## src/rtl/ddr_axi_test_master.sv

```systemverilog
`default_nettype none
// =============================================================================
// Module : ddr_axi_test_master
// Brief  : writes an address-derived pattern over the DDR3 AXI user port, reads
//          it back, compares it and reports pass/fail with an error count.
// Rev    : 1.0
// =============================================================================
module ddr_axi_test_master #(
  parameter int          CTRL_ADDR_WIDTH = 28,
  parameter int          MEM_DQ_WIDTH    = 32,
  parameter int          BURST_LEN       = 16,
  parameter int unsigned START_ADDR      = 0,
  parameter int          TEST_BEATS      = 1024,
  parameter logic [3:0]  AXI_ID          = 4'd0
) (
  input  logic                         axi_aclk,
  input  logic                         axi_aresetn,
  input  logic                         ddr_init_done,
  input  logic                         start,
  output logic [CTRL_ADDR_WIDTH-1:0]   axi_awaddr,
  output logic                         axi_awuser_ap,
  output logic [3:0]                   axi_awuser_id,
  output logic [3:0]                   axi_awlen,
  output logic                         axi_awvalid,
  input  logic                         axi_awready,
  output logic [MEM_DQ_WIDTH*8-1:0]    axi_wdata,
  output logic [MEM_DQ_WIDTH-1:0]      axi_wstrb,
  input  logic                         axi_wready,
  input  logic                         axi_wusero_last,
  output logic [CTRL_ADDR_WIDTH-1:0]   axi_araddr,
  output logic                         axi_aruser_ap,
  output logic [3:0]                   axi_aruser_id,
  output logic [3:0]                   axi_arlen,
  output logic                         axi_arvalid,
  input  logic                         axi_arready,
  input  logic [MEM_DQ_WIDTH*8-1:0]    axi_rdata,
  input  logic [3:0]                   axi_rid,
  input  logic                         axi_rlast,
  input  logic                         axi_rvalid,
  output logic                         busy,
  output logic                         done,
  output logic                         pass,
  output logic [15:0]                  err_cnt,
  output logic [CTRL_ADDR_WIDTH-1:0]   first_err_addr
);

  localparam int c_LANES  = 8;
  localparam int c_LANE_W = MEM_DQ_WIDTH;
  localparam int c_BEAT_W = MEM_DQ_WIDTH * 8;

  localparam logic [CTRL_ADDR_WIDTH-1:0] c_START      = CTRL_ADDR_WIDTH'(START_ADDR);
  localparam logic [CTRL_ADDR_WIDTH-1:0] c_BURST_STEP = CTRL_ADDR_WIDTH'(8 * BURST_LEN);
  localparam logic [4:0]                 c_LAST_BEAT  = 5'(BURST_LEN - 1);
  localparam logic [31:0]                c_LAST_BURST = 32'(TEST_BEATS / BURST_LEN - 1);

  localparam logic [2:0] c_ST_IDLE      = 3'd0;
  localparam logic [2:0] c_ST_WAIT_INIT = 3'd1;
  localparam logic [2:0] c_ST_WR_ADDR   = 3'd2;
  localparam logic [2:0] c_ST_WR_DATA   = 3'd3;
  localparam logic [2:0] c_ST_RD_ADDR   = 3'd4;
  localparam logic [2:0] c_ST_RD_DATA   = 3'd5;
  localparam logic [2:0] c_ST_DONE      = 3'd6;

  logic [1:0]                 r_rst_sync;
  logic                       w_rst_n;
  logic [2:0]                 r_state;
  logic [CTRL_ADDR_WIDTH-1:0] r_addr;
  logic [4:0]                 r_cnt;
  logic [31:0]                r_burst;
  logic                       r_busy;
  logic                       r_done;
  logic [15:0]                r_err_cnt;
  logic [CTRL_ADDR_WIDTH-1:0] r_first_err_addr;

  logic [CTRL_ADDR_WIDTH-1:0] w_beat_addr;
  logic [c_BEAT_W-1:0]        w_pattern;
  logic                       w_data_err;
  logic                       w_len_err;
  logic [1:0]                 w_err_inc;
  logic [16:0]                w_err_sum;
  logic [15:0]                w_err_next;
  logic                       w_last_burst;
  logic                       w_unused;

  // Asynchronous assertion, release retimed onto axi_aclk
  always_ff @(posedge axi_aclk or negedge axi_aresetn) begin
    if (!axi_aresetn) r_rst_sync <= 2'b00;
    else              r_rst_sync <= {r_rst_sync[0], 1'b1};
  end
  assign w_rst_n = r_rst_sync[1];

  assign w_beat_addr = r_addr + CTRL_ADDR_WIDTH'({r_cnt, 3'b000});

  always_comb begin
    w_pattern = '0;
    for (int k = 0; k < c_LANES; k++) begin
      w_pattern[k*c_LANE_W +: c_LANE_W] = c_LANE_W'(w_beat_addr) + c_LANE_W'(k);
    end
  end

  // A short burst (rlast early) or an overrun (no rlast on the last beat) is one length error
  assign w_data_err   = (axi_rdata != w_pattern);
  assign w_len_err    = axi_rlast ? (r_cnt < c_LAST_BEAT) : (r_cnt == c_LAST_BEAT);
  assign w_err_inc    = {1'b0, w_data_err} + {1'b0, w_len_err};
  assign w_err_sum    = {1'b0, r_err_cnt} + 17'(w_err_inc);
  assign w_err_next   = w_err_sum[16] ? 16'hFFFF : w_err_sum[15:0];
  assign w_last_burst = (r_burst == c_LAST_BURST);

  always_ff @(posedge axi_aclk or negedge w_rst_n) begin
    if (!w_rst_n) begin
      r_state          <= c_ST_IDLE;
      r_addr           <= '0;
      r_cnt            <= '0;
      r_burst          <= '0;
      r_busy           <= 1'b0;
      r_done           <= 1'b0;
      r_err_cnt        <= '0;
      r_first_err_addr <= '0;
    end else begin
      case (r_state)
        c_ST_IDLE, c_ST_DONE: begin
          if (start) begin
            r_state          <= c_ST_WAIT_INIT;
            r_busy           <= 1'b1;
            r_done           <= 1'b0;
            r_err_cnt        <= '0;
            r_first_err_addr <= '0;
            r_addr           <= c_START;
            r_cnt            <= '0;
            r_burst          <= '0;
          end
        end
        c_ST_WAIT_INIT: begin
          if (ddr_init_done) r_state <= c_ST_WR_ADDR;
        end
        c_ST_WR_ADDR: begin
          if (axi_awready) begin
            r_state <= c_ST_WR_DATA;
            r_cnt   <= '0;
          end
        end
        c_ST_WR_DATA: begin
          if (axi_wready) begin
            if (r_cnt == c_LAST_BEAT) begin
              r_cnt <= '0;
              if (w_last_burst) begin
                r_state <= c_ST_RD_ADDR;
                r_addr  <= c_START;
                r_burst <= '0;
              end else begin
                r_state <= c_ST_WR_ADDR;
                r_addr  <= r_addr + c_BURST_STEP;
                r_burst <= r_burst + 32'd1;
              end
            end else begin
              r_cnt <= r_cnt + 5'd1;
            end
          end
        end
        c_ST_RD_ADDR: begin
          if (axi_arready) begin
            r_state <= c_ST_RD_DATA;
            r_cnt   <= '0;
          end
        end
        c_ST_RD_DATA: begin
          if (axi_rvalid) begin
            r_err_cnt <= w_err_next;
            if ((r_err_cnt == 16'd0) && (w_err_inc != 2'd0)) r_first_err_addr <= w_beat_addr;
            if (axi_rlast) begin
              r_cnt <= '0;
              if (w_last_burst) begin
                r_state <= c_ST_DONE;
                r_busy  <= 1'b0;
                r_done  <= 1'b1;
              end else begin
                r_state <= c_ST_RD_ADDR;
                r_addr  <= r_addr + c_BURST_STEP;
                r_burst <= r_burst + 32'd1;
              end
            end else if (r_cnt != 5'h1F) begin
              r_cnt <= r_cnt + 5'd1;
            end
          end
        end
        default: r_state <= c_ST_IDLE;
      endcase
    end
  end

  assign axi_awvalid    = (r_state == c_ST_WR_ADDR);
  assign axi_awaddr     = axi_awvalid ? r_addr : '0;
  assign axi_awuser_ap  = 1'b0;
  assign axi_awuser_id  = AXI_ID;
  assign axi_awlen      = 4'(BURST_LEN - 1);
  assign axi_wdata      = (r_state == c_ST_WR_DATA) ? w_pattern : '0;
  assign axi_wstrb      = '1;
  assign axi_arvalid    = (r_state == c_ST_RD_ADDR);
  assign axi_araddr     = axi_arvalid ? r_addr : '0;
  assign axi_aruser_ap  = 1'b0;
  assign axi_aruser_id  = AXI_ID;
  assign axi_arlen      = 4'(BURST_LEN - 1);
  assign busy           = r_busy;
  assign done           = r_done;
  assign pass           = r_done && (r_err_cnt == 16'd0);
  assign err_cnt        = r_err_cnt;
  assign first_err_addr = r_first_err_addr;

  // The controller's own last-beat flag and the read id carry nothing this engine needs
  assign w_unused = ^{axi_rid, axi_wusero_last};

endmodule
`default_nettype wire

```

## config.mk

```make
export PLATFORM = sky130hd
export DESIGN_NAME = ddr_axi_test_master
export DESIGN_NICKNAME = d
export VERILOG_FILES = /design/src/rtl/ddr_axi_test_master.sv
export SDC_FILE = /design/constraint.sdc
export NUM_CORES = 1
export LEC_CHECK = 0
export BUFFER_PORTS_ARGS = -buffer_cell sky130_fd_sc_hd__buf_4
export CAP_MARGIN = 20
export CORE_AREA = 4 4 262 264
export DETAILED_ROUTE_END_ITERATION = 12
export DIE_AREA = 0 0 266 268
export MAX_ROUTING_LAYER = met4
export PLACE_DENSITY = 0.42
export SLEW_MARGIN = 0
export SYNTH_ARGS = -nofsm -noshare
export SYNTH_HDL_FRONTEND = slang
export SYNTH_SLANG_ARGS = --single-unit
```

## constraint.sdc

```tcl
create_clock -name axi_aclk -period 6.1 [get_ports axi_aclk]
set_input_delay 0.915 -clock axi_aclk [delete_from_list [all_inputs] [get_ports axi_aclk]]
set_output_delay 0.915 -clock axi_aclk [all_outputs]
set_load 0.01 [all_outputs]
```

==> qor.yml <==
critical_path:
  crit_slowest_cell: "or4_1"
  cp_data_arrival_time_ps: 6050
  reg2reg_slack_ps: 380
  crit_required_ps: 6390
  critPathCaptureType: "flip-flop"
  cp_max_fo: 10
  regToRegEndpoint: "err_cnt[7]"
  path_cells: "buf_4, or4_1, nor4_1, nand4_1, a2111oi_2, buf_4, o2111ai_1, or4_1, nor4_2, and3_1, buf_4, ha_1, ha_1, inv_1, fa_1, nor3_2, and3_1, nand3_1, or2_2, buf_4, a21oi_1, nor2_1, a311oi_1"
  crit_path_max_incr_delay_ps: 610
  crit_buf_inv: 5
  path_delay_family: "simple AND/OR/NAND/NOR gates"
  worstSetupPathType: "in2reg"
  rr_worst_depth: 25
  cp-start-kind: "input pin"
  cp_common_cell: "buf_4"
  r2r_start: "r_cnt[4]"
route:
  avgViaCountPerCell: 4.207
  post_drt_wl_per_cell_um: 22.64
  wirelength_um: 61160
  num_vias: 11367
  drt_pass1_iterations: 4
  drt_iter0_drc: 636
  drc: 0
  ant_nets: 0
synth:
  synth_area_leaders: "dfrtp_1, buf_4, nor2_1"
  ys.flop_type: "dfrtp_1"
  yosysWarnings: 0
  syn_inst: 1355
  syn_area_per_cell_um2: 7.589
  synth_edf_count: 0
  yosys.area.top_type: "dfrtp_1"
  synth_top_area_share_pct: 26.04
  ys_types: 66
  ys_async_sr_fraction_pct: 100.0
  synth_area_um2: 10280
  ys_seq_elements: 107
  synth-seq-area-share_pct: 26.04
final_layout:
  layout_common_cells: "buf_4, nor2_1, conb_1"
  layout_commonest_cell: "buf_4"
  final_nets: 2101
  fin_cells: 2702
  drive_gt1_share_pct: 38.67
  syn2layout_area_growth_pct: 46.33
clock_network:
  cts_root_buffer: "clkbuf_16"
  clock_latency_ps: 390
  cts_hold_buf: 0
  cts_htree_levels: 3
  cts.path.max_buffers: 2
  cts_setup_buffers: 0
  cts.sink_count: 107
  clkTransAtPathRegs_ps: 90
  numCtsBuffers: 9
  cts_tree: "built"
global_routing:
  grt.overflow.total: 0
  grtUsageTotal_pct: 16.30
  grt_max_degree: 68
  grt_pass1_vias: 10912
  antenna_found_initial: 2
  grt_pass1_wl_um: 81920
placement:
  io_buffers: 567
  dp.cells: 2679
  gp_congestion: 0.9003
  hpwl_um: 51760
  place_ws_ps: -377.0
pwr:
  cellLeakagePower_nw: 7.166
  powerDensity_nw_per_um2: 212.6
  peakVddDrop_mv: 0.1694
floorplan:
  die_h_um: 268
  ios: 681
  die-area_um2: 71290
  design.core.area_um2: 66560
  die_w_um: 266
  rows: 95
  start_util_pct: 15.45
timing:
  slew_violations: 0
  skew_ps: 14.91
  final.period_utilization_pct: 94.49
  setup_viol: 0
  maxSlewHeadroom_pct: 26.54
  worst_pin_slew_ps: 1102
  period_minus_slack_ps: 5764
  fmax_ghz: 0.1735
  setup_ws_ps: 336.2
  hold_violations: 0
job:
  cap_violations: 0
status:
  status: "finished clean"
min_path:
  hp-class: "in2async"
## where the power goes
group,total (mW),internal [mW],switching (mW)
clock network,0.620,0.291,0.329
registers,0.897,0.804,0.0923
logic,1.68,0.666,1.02
total,3.20,1.76,1.44
## cell usage after synthesis, drive strengths merged (24+ instances only)
library cell  count
nor2            163
a21oi            42
clkbuf           51
xnor2            36
inv              26
nor4             40
nand4            43
o21ai            53
and3             33
and2             44
xor2             30
nor3             52
buf             257
o31ai            26
or3              24
dfrtp           107
nand3            61
nand2           104
## what timing repair did
| action | CTS | global route |
|---|---|---|
| endpoints found under the setup margin | 4 | 13 |
| resized for setup | 2 | 15 |
| cloned | 0 | 0 |
| pin swaps | 0 | 3 |
| hold endpoints to repair | 0 | 0 |
## cells by family after synthesis
group           Yosys count  share of synthesized area, %
flops                   107                         26.04
compound gates          182                         11.40
xor+xnor                 66                         5.694
mux                      22                         2.202
buf+inv                 334                         21.28
fa+ha+maj                13                         1.655
other cells               2                       0.07303
simple gates            629                         31.66
## state kept, by name, indices dropped and copies added, names as in the netlist
name	count
first_err_addr	26
r_state	3
err_cnt	16
r_rst_sync	2
busy	1
r_addr	21
r_cnt	5
done	1
r_burst	32
## layer usage
| metal | vias up | global-route usage, % | wire (um) | share of wire, % |
|---|---|---|---|---|
| met2 | 421 | 27.67 | 30470 | 50 |
| met4 | 0 | 4.218 | 1405 | 2.3 |
| met1 | 5539 | 19.34 | 24900 | 41 |
| li1 | 5357 | - | - | - |
| met3 | 50 | 4.148 | 4386 | 7.2 |
| met5 | - | - | 0 | 0 |
## area by class of cell
type / instances / area [um2]
Fill cell: 7463 / 51520
Tap cell: 873 / 1092
Antenna cell: 6 / 15.01
Multi-Input combinational cell: 1021 / 5947
Clock buffer: 10 / 229.0
Inverter: 26 / 97.59
Clock inverter: 6 / 62.56
Sequential cell: 107 / 2683
Timing Repair Buffer: 653 / 4922
## per-stage QoR
step	cell area (um2)	hold slack, ps	setup TNS, ps	total power [mW]	util, %
after detailed placement	14650	334.7	-3239	2.625	22.02
after global placement	14630	334.3	-2611	2.604	21.98
after floorplan	10690	331.2	0	1.821	-
after global routing	15040	273.8	-145.8	3.413	22.59
after CTS	14950	271.8	0	3.271	22.46
final	15050	291.1	0	3.200	22.61
## worst max-delay path by stage
stage / startpoint / endpoint / slack (ps) / cells after the start
global route: r_cnt[4] / err_cnt[9] / -40 / 25
finish: axi_rdata[98] / err_cnt[7] / 340 / 23
global placement: axi_rdata[98] / err_cnt[3] / -310 / 22
CTS: r_addr[7] / err_cnt[3] / 50 / 21
floorplan: axi_rdata[98] / err_cnt[5] / 670 / 20
detailed placement: axi_rdata[98] / err_cnt[9] / -380 / 23
(Power assumes the default switching activity.)
